<file path="src/rtl/uart_pkg.sv">
// Shared UART framing constants and the additive frame checksum,
// used by both the RX-side decoder and the TX-side encoder.
package uart_pkg;

  localparam logic [7:0] FRAME_HEADER    = 8'hA5;
  localparam int         MAX_FRAME_BYTES = 32;

  // Sums bytes 0..n-1 modulo 256; callers zero-extend shorter frames.
  function automatic logic [7:0] frame_sum(input logic [MAX_FRAME_BYTES*8-1:0] bytes,
                                           input int n);
    logic [7:0] acc;
    acc = '0;
    for (int i = 0; i < MAX_FRAME_BYTES; i++) begin
      if (i < n) acc = acc + bytes[8*i +: 8];
    end
    return acc;
  endfunction

endpackage

</file>
<file path="src/rtl/uart_frame_decoder_if.sv">
// Frame input strobe and command output handshake of the frame decoder.
// cmd_* is valid/ready: a transfer happens on any edge with cmd_valid && cmd_ready;
// while cmd_valid is high and cmd_ready low, cmd_addr/cmd_data are held stable.
interface uart_frame_decoder_if #(
  parameter int FRAME_BYTES = 4
) ();
  localparam int DATA_W = (FRAME_BYTES - 3) * 8;

  logic                     frame_valid;
  logic [FRAME_BYTES*8-1:0] frame_data;
  logic                     cmd_valid;
  logic                     cmd_ready;
  logic [7:0]               cmd_addr;
  logic [DATA_W-1:0]        cmd_data;

  modport master (
    output frame_valid, frame_data, cmd_ready,
    input  cmd_valid, cmd_addr, cmd_data
  );

  modport slave (
    input  frame_valid, frame_data, cmd_ready,
    output cmd_valid, cmd_addr, cmd_data
  );
endinterface

</file>
<file path="src/rtl/uart_frame_decoder_sync_fifo.sv">
// First-word-fall-through synchronous FIFO; a push into a full FIFO is
// accepted only when a pop happens on the same edge.
module sync_fifo #(
  parameter int WIDTH = 8,
  parameter int DEPTH = 4
) (
  input  logic                   clk,
  input  logic                   rst,
  input  logic                   push,
  input  logic                   pop,
  input  logic [WIDTH-1:0]       wr_data,
  output logic [WIDTH-1:0]       rd_data,
  output logic                   full,
  output logic                   empty,
  output logic [$clog2(DEPTH):0] level
);
  localparam int AW = $clog2(DEPTH);
  localparam int LW = AW + 1;

  logic [WIDTH-1:0] mem [DEPTH];
  logic [AW-1:0]    wr_ptr;
  logic [AW-1:0]    rd_ptr;
  logic             pop_ok;
  logic             push_ok;

  assign empty   = (level == '0);
  assign full    = (level == LW'(DEPTH));
  assign pop_ok  = pop && !empty;
  assign push_ok = push && (!full || pop_ok);
  assign rd_data = empty ? '0 : mem[rd_ptr];

  always_ff @(posedge clk) begin
    if (push_ok) mem[wr_ptr] <= wr_data;
  end

  // Power-of-two depth lets the pointers wrap by plain overflow.
  always_ff @(posedge clk) begin
    if (rst) begin
      wr_ptr <= '0;
      rd_ptr <= '0;
      level  <= '0;
    end else begin
      if (push_ok) wr_ptr <= wr_ptr + AW'(1);
      if (pop_ok)  rd_ptr <= rd_ptr + AW'(1);
      case ({push_ok, pop_ok})
        2'b10:   level <= level + LW'(1);
        2'b01:   level <= level - LW'(1);
        default: level <= level;
      endcase
    end
  end
endmodule

</file>
<file path="src/rtl/uart_frame_decoder.sv">
// Checks header and checksum of received UART frames, queues good commands
// in a FIFO and counts rejected or dropped frames in saturating counters.
module uart_frame_decoder
  import uart_pkg::*;
#(
  parameter int         FRAME_BYTES = 4,
  parameter logic [7:0] HEADER      = FRAME_HEADER,
  parameter int         FIFO_DEPTH  = 4
) (
  input  logic                        sys_clk,
  input  logic                        rst,
  uart_frame_decoder_if.slave         bus,
  output logic [$clog2(FIFO_DEPTH):0] fifo_level,
  output logic [7:0]                  hdr_err_cnt,
  output logic [7:0]                  sum_err_cnt,
  output logic [7:0]                  ovf_err_cnt
);
  localparam int DATA_W = (FRAME_BYTES - 3) * 8;
  localparam int FW     = FRAME_BYTES * 8;

  logic                         s1_valid;
  logic [FW-1:0]                s1_data;
  logic [MAX_FRAME_BYTES*8-1:0] s1_ext;
  logic [7:0]                   sum;
  logic                         hdr_ok;
  logic                         sum_ok;
  logic                         good;
  logic                         push;
  logic                         pop;
  logic                         full;
  logic                         empty;
  logic [DATA_W+7:0]            wr_data;
  logic [DATA_W+7:0]            rd_data;

  always_ff @(posedge sys_clk) begin
    if (rst) begin
      s1_valid <= 1'b0;
      s1_data  <= '0;
    end else begin
      s1_valid <= bus.frame_valid;
      if (bus.frame_valid) s1_data <= bus.frame_data;
    end
  end

  always_comb begin
    s1_ext         = '0;
    s1_ext[FW-1:0] = s1_data;
  end

  assign sum     = frame_sum(s1_ext, FRAME_BYTES - 1);
  assign hdr_ok  = (s1_data[7:0] == HEADER);
  assign sum_ok  = (sum == s1_data[FW-1 -: 8]);
  assign good    = s1_valid && hdr_ok && sum_ok;
  assign pop     = bus.cmd_valid && bus.cmd_ready;
  // Full FIFO still accepts when the head leaves on the same edge.
  assign push    = good && (!full || pop);
  assign wr_data = {s1_data[15:8], s1_data[FW-9:16]};

  sync_fifo #(
    .WIDTH (DATA_W + 8),
    .DEPTH (FIFO_DEPTH)
  ) u_fifo (
    .clk     (sys_clk),
    .rst     (rst),
    .push    (push),
    .pop     (pop),
    .wr_data (wr_data),
    .rd_data (rd_data),
    .full    (full),
    .empty   (empty),
    .level   (fifo_level)
  );

  assign bus.cmd_valid = !empty;
  assign bus.cmd_addr  = rd_data[DATA_W+7:DATA_W];
  assign bus.cmd_data  = rd_data[DATA_W-1:0];

  // Header failure takes priority, so each frame bumps at most one counter.
  always_ff @(posedge sys_clk) begin
    if (rst) begin
      hdr_err_cnt <= '0;
      sum_err_cnt <= '0;
      ovf_err_cnt <= '0;
    end else begin
      if (s1_valid && !hdr_ok && hdr_err_cnt != 8'hFF)
        hdr_err_cnt <= hdr_err_cnt + 8'd1;
      if (s1_valid && hdr_ok && !sum_ok && sum_err_cnt != 8'hFF)
        sum_err_cnt <= sum_err_cnt + 8'd1;
      if (good && !push && ovf_err_cnt != 8'hFF)
        ovf_err_cnt <= ovf_err_cnt + 8'd1;
    end
  end
endmodule
</file>
<file path="src/flat_wrapper.sv">
// flat-port wrapper written by rule: the top's interface ports become plain ports
module uart_frame_decoder_flat import uart_pkg::*;
#(
  parameter int         FRAME_BYTES = 4,
  parameter logic [7:0] HEADER      = FRAME_HEADER,
  parameter int         FIFO_DEPTH  = 4
)
  (sys_clk, rst, fifo_level, hdr_err_cnt, sum_err_cnt, ovf_err_cnt, bus_frame_valid, bus_frame_data, bus_cmd_ready, bus_cmd_valid, bus_cmd_addr, bus_cmd_data);
  uart_frame_decoder_if #(.FRAME_BYTES(FRAME_BYTES)) bus_i ();
  input  logic sys_clk;
  input  logic rst;
  output logic [$clog2(FIFO_DEPTH):0] fifo_level;
  output logic [7:0] hdr_err_cnt;
  output logic [7:0] sum_err_cnt;
  output logic [7:0] ovf_err_cnt;
  input wire logic [$bits(bus_i.frame_valid)-1:0] bus_frame_valid;
  input wire logic [$bits(bus_i.frame_data)-1:0] bus_frame_data;
  input wire logic [$bits(bus_i.cmd_ready)-1:0] bus_cmd_ready;
  output wire logic [$bits(bus_i.cmd_valid)-1:0] bus_cmd_valid;
  output wire logic [$bits(bus_i.cmd_addr)-1:0] bus_cmd_addr;
  output wire logic [$bits(bus_i.cmd_data)-1:0] bus_cmd_data;
  assign bus_i.frame_valid = bus_frame_valid;
  assign bus_i.frame_data = bus_frame_data;
  assign bus_i.cmd_ready = bus_cmd_ready;
  assign bus_cmd_valid = bus_i.cmd_valid;
  assign bus_cmd_addr = bus_i.cmd_addr;
  assign bus_cmd_data = bus_i.cmd_data;
  uart_frame_decoder #(.FRAME_BYTES(FRAME_BYTES), .HEADER(HEADER), .FIFO_DEPTH(FIFO_DEPTH)) u_core (.sys_clk(sys_clk), .rst(rst), .bus(bus_i), .fifo_level(fifo_level), .hdr_err_cnt(hdr_err_cnt), .sum_err_cnt(sum_err_cnt), .ovf_err_cnt(ovf_err_cnt));
endmodule
</file>
<file path="config.mk">
export PLATFORM = sky130hd
export DESIGN_NAME = uart_frame_decoder_flat
export DESIGN_NICKNAME = d
export VERILOG_FILES = /design/src/rtl/uart_pkg.sv /design/src/rtl/uart_frame_decoder_if.sv /design/src/rtl/uart_frame_decoder_sync_fifo.sv /design/src/rtl/uart_frame_decoder.sv /design/src/flat_wrapper.sv
export SDC_FILE = /design/constraint.sdc
export NUM_CORES = 1
export LEC_CHECK = 0
export ABC_CLOCK_PERIOD_IN_PS = 4000
export CORE_UTILIZATION = 51
export CTS_BUF_LIST = sky130_fd_sc_hd__clkbuf_4
export CTS_CLUSTER_SIZE = 24
export DETAILED_ROUTE_END_ITERATION = 8
export GPL_TIMING_DRIVEN = 0
export HOLD_SLACK_MARGIN = 0.08
export PLACE_DENSITY = 0.86
export SLEW_MARGIN = 20
export SYNTH_ARGS = -nofsm -noshare
export SYNTH_HDL_FRONTEND = slang
export SYNTH_SLANG_ARGS = --single-unit
</file>
<file path="constraint.sdc">
create_clock -name sys_clk -period 4 [get_ports sys_clk]
set_input_delay 0.4 -clock sys_clk [delete_from_list [all_inputs] [get_ports sys_clk]]
set_output_delay 0.4 -clock sys_clk [all_outputs]
set_load 0.005 [all_outputs]
</file>
==> results of run 1 <==
## layout make-up
type / instances / area share
Buffer: 20 / 0.01361
Clock buffer: 18 / 0.01909
Clock inverter: 14 / 0.02210
Inverter: 11 / 0.005833
Multi-Input combinational cell: 285 / 0.3346
Sequential cell: 130 / 0.4596
Tap cell: 140 / 0.02475
Timing Repair Buffer: 85 / 0.1204
## through the flow
step	utilization	hold slack, ps	setup TNS [ps]
CTS	0.6490	317.1	0
finish	0.6529	349.3	0
global route	0.6529	347.8	-2.459
global placement	0.6133	496.8	-45860
floorplan	-	480.7	0
detailed placement	0.6188	511.0	-2852
## registers in the layout, indices dropped and copies added, names as in the netlist, named ones only
signal                count
u_core.u_fifo.mem        64
u_core.s1_data           32
u_core.hdr_err_cnt        8
u_core.ovf_err_cnt        8
u_core.sum_err_cnt        8
u_core.u_fifo.level       3
u_core.u_fifo.rd_ptr      2
u_core.u_fifo.wr_ptr      2
u_core.s1_valid           1
## metal layers
metal / track usage / wire length, um / share of wire / vias up
li1: - / - / - / 1812
met1: 0.2710 / 5027 / 0.43 / 1864
met2: 0.3654 / 5692 / 0.48 / 137
met3: 0.05387 / 800 / 0.068 / 18
met4: 0.07632 / 256 / 0.022 / 0
met5: 0 / 0 / 0 / -
## worst max-delay path, stage by stage (launching register included)
cell and delay, ps:
dfxtp_1 500, fa_1 480, ha_1 380, o21ai_0 220
o21bai_1 90, a211o_1 320, and2_2 230, or4_4 490
buf_8 160, ha_2 180, inv_1 70, fa_1 170
xor2_1 70, or3_1 330, a21oi_2 120
## how the worst max path moves through the flow
stage,end,cells past startpoint
after floorplan,u_core.u_fifo.mem[0][0],10
after global placement,u_core.u_fifo.mem[0][11],10
after detailed placement,u_core.u_fifo.level[2],15
after CTS,u_core.u_fifo.level[2],14
after global routing,u_core.u_fifo.level[2],14
final,u_core.u_fifo.level[2],14
## logic make-up (layout without fill, tap and decap cells)
| kind of cell | Yosys count | in the layout | share of synthesized area |
|---|---|---|---|
| buffers and inverters | 31 | 148 | 0.02242 |
| muxes | 54 | 54 | 0.1312 |
| adders and majority gates | 23 | 23 | 0.06242 |
| DFF | 130 | 130 | 0.5697 |
| AOI/OAI and AO/OA | 34 | 34 | 0.03847 |
| xor gates and xnor gates | 31 | 31 | 0.04769 |
| and+or+nand+nor | 143 | 143 | 0.1281 |
## cells in the mapped netlist, drive strengths merged, types with 2 or more instances
master,number
xor2,17
nand2b,2
buf,7
a21oi,13
and3,5
nand2,11
xnor2,14
or4,5
or3,7
nand4,7
o31ai,3
mux4,16
fa,9
nor2,68
clkbuf,13
o21ai,7
a31o,2
and2,19
edfxtp,64
nor3,2
mux2,2
a211oi,2
mux2i,36
nand3,10
nor2b,3
ha,14
dfxtp,66
inv,11
## power groups by stage
stage,Combinational [uW],Clock (uW),Sequential [uW]
after floorplan,137,0,1460
after global placement,200,0,1470
after detailed placement,205,0,1480
after CTS,219,904,1450
after global routing,246,962,1450
final,227,895,1450
## timing repair
item                       in CTS  in global routing
setup endpoints to repair      44                  9
pin swaps                       3                  7
hold buffers                    0                  0
setup buffers                   2                  1
gates resized for setup         8                 10
==> flow_summary.json, run 1 <==
{
  "outcome": "completed",
  "nets": 609,
  "initial_core_util": 0.5252,
  "holdCritPathClass": "in -> reg",
  "path_max_fanout": 7,
  "place_congestion": 0.8370,
  "cts_buffers": 17,
  "leakage_uw": 0.002584,
  "p_int_uw": 1918,
  "drive_gt1_frac": 0.1474,
  "grt_pass1_vias": 3823,
  "synth_top_area_cell": "edfxtp_1",
  "synthesis.area_mm2": 0.005693,
  "fin_area_mm2": 0.007078,
  "syn_nets": 505,
  "seq_area_mm2": 0.003253,
  "p_seq_frac": 0.563,
  "r2r_start": "u_core.s1_data[11]",
  "io_buffers": 78,
  "clock-sinks": 130,
  "htreeDepth": 4,
  "ys_warn_count": 0,
  "clk_pin_slew_worst_paths_ps": 120,
  "post-route-period-util": 0.9702,
  "clkPwrFrac": 0.349,
  "ios": 80,
  "max_freq_mhz": 257.7,
  "setup_ws_ps": 119.3,
  "final_common_cell": "clkdlybuf4s50_1",
  "rrSetupSlack_ps": 120,
  "critPathRequiredTime_ps": 4450,
  "final.min_clock_period_ps": 3881,
  "die_x_um": 107.7,
  "pwr-share-comb": 0.088,
  "clkLatencyLatePin_ps": 520,
  "swShare": 0.2528,
  "finalSetupViolations": 0,
  "synth-seq-cells": 130,
  "r2r_end": "u_core.u_fifo.level[2]",
  "grt_pass1_wl_mm": 18.87,
  "via_per_inst": 5.450,
  "synth_cell_types": 47,
  "worstMarginPinSlew_ps": 757.9,
  "cts_root_buf": "clkbuf_4",
  "grt_usage": 0.2168,
  "criticalPathCategory": "reg -> reg",
  "core_mm2": 0.01084,
  "rows": 38,
  "setup.worst_path.start": "u_core.s1_data[11]",
  "synth_edf_count": 64,
  "yosys-top-cells-area": "edfxtp_1 (34%), dfxtp_1 (23%), mux2i_1 (6.3%)",
  "firstDrtPassIters": 8,
  "vias": 3831,
  "dpl.cell_count": 668,
  "drc": 0,
  "cts_tree": "built",
  "antenna_found_initial": 0,
  "async_flop_share": 0,
  "dr.first_iter.drc_count": 257,
  "synthToLayoutAreaGrowth_pct": 24.33,
  "p_sw_uw": 649.1,
  "hold_end": "u_core.s1_data[23]",
  "ant_nets": 0,
  "hold_viol_final": 0,
  "die_h_um": 107.7,
  "post_layout_nonfiller_instances": 703,
  "ys_seq_area_frac": 0.5697,
  "wl_per_cell_um": 16.75,
  "n_fill_cell": 800,
  "grt_overflow_total": 0,
  "slew-limit-headroom": 0.4924,
  "arrival_ps": 4340,
  "power_density_mw_per_mm2": 362.7,
  "critPathCaptureType": "flop",
  "p_total_uw": 2567,
  "min_from": "bus_frame_valid",
  "die_area_mm2": 0.01159,
  "placed_area_mm2": 0.006708,
  "slew_violations": 0,
  "mostFrequentLayoutCells": "clkdlybuf4s50_1 (78), nor2_1 (64), edfxtp_1 (64)",
  "multi_input_area_mm2": 0.002369,
  "synth.avg_cell_area_um2": 12.76,
  "worstHoldPathCells": 3,
  "synth_ff_type": "dfxtp_1",
  "wl_mm": 11.78,
  "reg2regPathDepth": 14,
  "cp-start-kind": "flop",
  "maxCapViolCount": 0,
  "place_worst_setup_slack_ps": -277.8,
  "cts_buffer_depth": 2,
  "hpwl_mm": 8.354,
  "syn-instance-count": 446,
  "synth_top_area_share": 0.3376,
  "antennaDiodeCount": 0,
  "fin_skew_ps": 18.61,
  "peakVddDrop_v": 0.0002179,
  "grt_max_degree": 17
}
Power figures use the tool's default switching activity.
==> run 2: changes to the inputs <==
--- a/config.mk
+++ b/config.mk
@@ -6,10 +6,13 @@
 export NUM_CORES = 1
 export LEC_CHECK = 0
 export ABC_CLOCK_PERIOD_IN_PS = 4000
-export CORE_UTILIZATION = 51
+export CELL_PAD_IN_SITES_DETAIL_PLACEMENT = 1
+export CELL_PAD_IN_SITES_GLOBAL_PLACEMENT = 1
+export CORE_UTILIZATION = 41
 export CTS_BUF_LIST = sky130_fd_sc_hd__clkbuf_4
 export CTS_CLUSTER_SIZE = 24
 export DETAILED_ROUTE_END_ITERATION = 8
+export GPL_ROUTABILITY_DRIVEN = 0
 export GPL_TIMING_DRIVEN = 0
 export HOLD_SLACK_MARGIN = 0.08
 export PLACE_DENSITY = 0.86
==> run 2 against run 1 <==
Cell count up 5.4%. Core utilization down 12 points. Clock-buffer cell count unchanged. Routed wire length up 17%. Clock skew about the same. Sequential share of layout area down 0.36 points. Die area up 24%. Power up 2.0%. Combinational power up 2%. Critical path type unchanged. Critical endpoint unchanged. Largest power group unchanged. Highest routed layer unchanged.
==> flow_summary.json, run 2 (synthesis gave the netlist of run 1 again) <==
{
  "outcome": "completed",
  "cts_tree": "built",
  "via_per_inst": 5.101,
  "die_x_um": 119.8,
  "nets": 611,
  "core_mm2": 0.01340,
  "finalSetupViolations": 0,
  "slew_violations": 0,
  "holdCritPathClass": "in -> reg",
  "ant_nets": 0,
  "p_total_uw": 2618,
  "power_density_mw_per_mm2": 365.9,
  "crit_chain": "fa_2, buf_4, fa_2, xnor2_2, xnor2_1, nor4_2, nand3_1, or4_4, buf_6, ha_1, inv_1, fa_1, xor2_1, or3_1, a21oi_2",
  "path_max_fanout": 7,
  "arrival_ps": 4420,
  "crit_top_cell": "fa_2",
  "cts_root_buf": "clkbuf_4",
  "drive_gt1_frac": 0.1593,
  "grt_max_degree": 17,
  "criticalPathCategory": "reg -> reg",
  "maxCapViolCount": 0,
  "critPathRequiredTime_ps": 4490,
  "post_layout_nonfiller_instances": 741,
  "rsz0062_at_grt": "true",
  "clkLatencyLatePin_ps": 560,
  "grt_pass1_wl_mm": 21.94,
  "clkPwrFrac": 0.358,
  "wl_per_cell_um": 18.55,
  "clk_pin_slew_worst_paths_ps": 120,
  "cts_buffer_depth": 2,
  "ios": 80,
  "top_regs": "u_core.u_fifo.mem (64), u_core.s1_data (32)",
  "final_common_cell": "clkdlybuf4s50_1",
  "worstMarginPinSlew_ps": 806.6,
  "wl_mm": 13.75,
  "firstDrtPassIters": 4,
  "synthToLayoutAreaGrowth_pct": 25.69,
  "critPathCaptureType": "flop",
  "clock-sinks": 130,
  "ctsHoldBuffers": 0,
  "swShare": 0.2467,
  "drc": 0,
  "grt_pass1_vias": 4075,
  "io_buffers": 78,
  "cts_buffers": 17,
  "largest_reg_flops": 64,
  "leakage_uw": 0.002606,
  "antenna_found_initial": 0,
  "die_area_mm2": 0.01436,
  "cpPeakStageDelay_ps": 490,
  "grt_overflow_total": 0,
  "p_int_uw": 1972,
  "p_seq_frac": 0.553,
  "final.min_clock_period_ps": 3936,
  "die_h_um": 119.8,
  "mostFrequentLayoutCells": "clkdlybuf4s50_1 (78), nor2_1 (64), edfxtp_1 (64)",
  "max_freq_mhz": 254.0,
  "largest-register": "u_core.u_fifo.mem",
  "rows": 42,
  "dr.first_iter.drc_count": 205,
  "dpl.cell_count": 704,
  "cp-start-kind": "flop",
  "fin_skew_ps": 18.88,
  "grt_usage": 0.2068,
  "vias": 3780,
  "peakVddDrop_v": 0.0001396,
  "cpMaxStageDelayCell": "fa_2",
  "post-route-period-util": 0.9841,
  "p_sw_uw": 646.0,
  "hold_viol_final": 0,
  "slew-limit-headroom": 0.4598,
  "hpwl_mm": 10.18,
  "htreeDepth": 4,
  "pwr-share-comb": 0.089,
  "initial_core_util": 0.4248,
  "antennaDiodeCount": 0
}
-- run 2: changes by cell type in the layout (fill, tap and decap cells not counted), moves of 2 or more --
cell | before | now
dfxtp_1 | 62 | 56
dfxtp_2 | 2 | 7
buf_4 | 3 | 5
buf_6 | 4 | 2
buf_8 | 2 | 4
clkinv_1 | 0 | 2
clkinv_4 | 4 | 2
-- run 2: layout make-up --
cell class | count | area, um^2
Clock inverter | 14 | 162.7
Fill cell | 1372 | 6245
Clock buffer | 18 | 135.1
Tap cell | 176 | 220.2
Inverter | 11 | 41.29
Timing Repair Buffer | 87 | 878.3
Sequential cell | 130 | 3263
Buffer | 20 | 92.59
Multi-Input combinational cell | 285 | 2362
-- run 2: stage by stage --
step / hold slack [ps] / setup TNS, ps / instance area [um^2] / utilization / worst slack, ps
3_3_place_gp: 493.8 / -48180 / 6694 / 0.4995 / -755.5
3_5_place_dp: 524.0 / -7620 / 6764 / 0.5048 / -379.5
5_1_grt: 332.0 / -60.23 / 7156 / 0.5340 / -60.23
2_1_floorplan: 480.7 / 0 / 5693 / - / 78.54
4_1_cts: 321.3 / 0 / 7103 / 0.5301 / 8.890
6_report: 361.1 / 0 / 7156 / 0.5340 / 63.73
-- run 2: final timing paths --
kind                            from                 endpoint  slack [ps]  cells after the start
setup / recovery  u_core.s1_data[10]   u_core.u_fifo.level[2]          60                     15
hold reg to reg    u_core.s1_data[9]  u_core.u_fifo.mem[1][9]         510                      0
setup reg to reg  u_core.s1_data[10]   u_core.u_fifo.level[2]          60                     15
hold / removal       bus_frame_valid       u_core.s1_data[23]         360                      3
-- run 2: per-layer routing --
metal  up-vias  track usage  wire, um
met5         -            0         0
met4         0      0.08047       292
met3        20      0.06131       601
met2        80       0.3508      6962
met1      1862       0.2459      5891
li1       1818            -         -
-- run 2: repair_timing --
item                                    CTS  global route
resized for setup                        11            13
pin swaps                                 3             8
endpoints found under the setup margin   56             2
buffers inserted                          2             3
-- run 2: critical path: cells and delay by family (launching register included) --
kind            cells  cell delay, ps
simple gates        4            1270
compound gates      1             140
buf+inv             3             400
fa+ha+maj           4            1280
flops               1             390
xor+xnor            3             380
-- run 2: power groups by stage --
stage | logic (uW) | registers, uW | clock network (uW)
2_1_floorplan | 137 | 1460 | 0
3_3_place_gp | 202 | 1480 | 0
3_5_place_dp | 211 | 1480 | 0
4_1_cts | 225 | 1450 | 962
5_1_grt | 256 | 1450 | 1020
6_report | 232 | 1450 | 939
==> run 3: changes to the inputs <==
--- a/config.mk
+++ b/config.mk
@@ -12,7 +12,6 @@
 export CTS_BUF_LIST = sky130_fd_sc_hd__clkbuf_4
 export CTS_CLUSTER_SIZE = 24
 export DETAILED_ROUTE_END_ITERATION = 8
-export GPL_ROUTABILITY_DRIVEN = 0
 export GPL_TIMING_DRIVEN = 0
 export HOLD_SLACK_MARGIN = 0.08
 export PLACE_DENSITY = 0.86
==> results of run 3 <==
The final DEF is identical to that of run 2; final timing and power are the same.
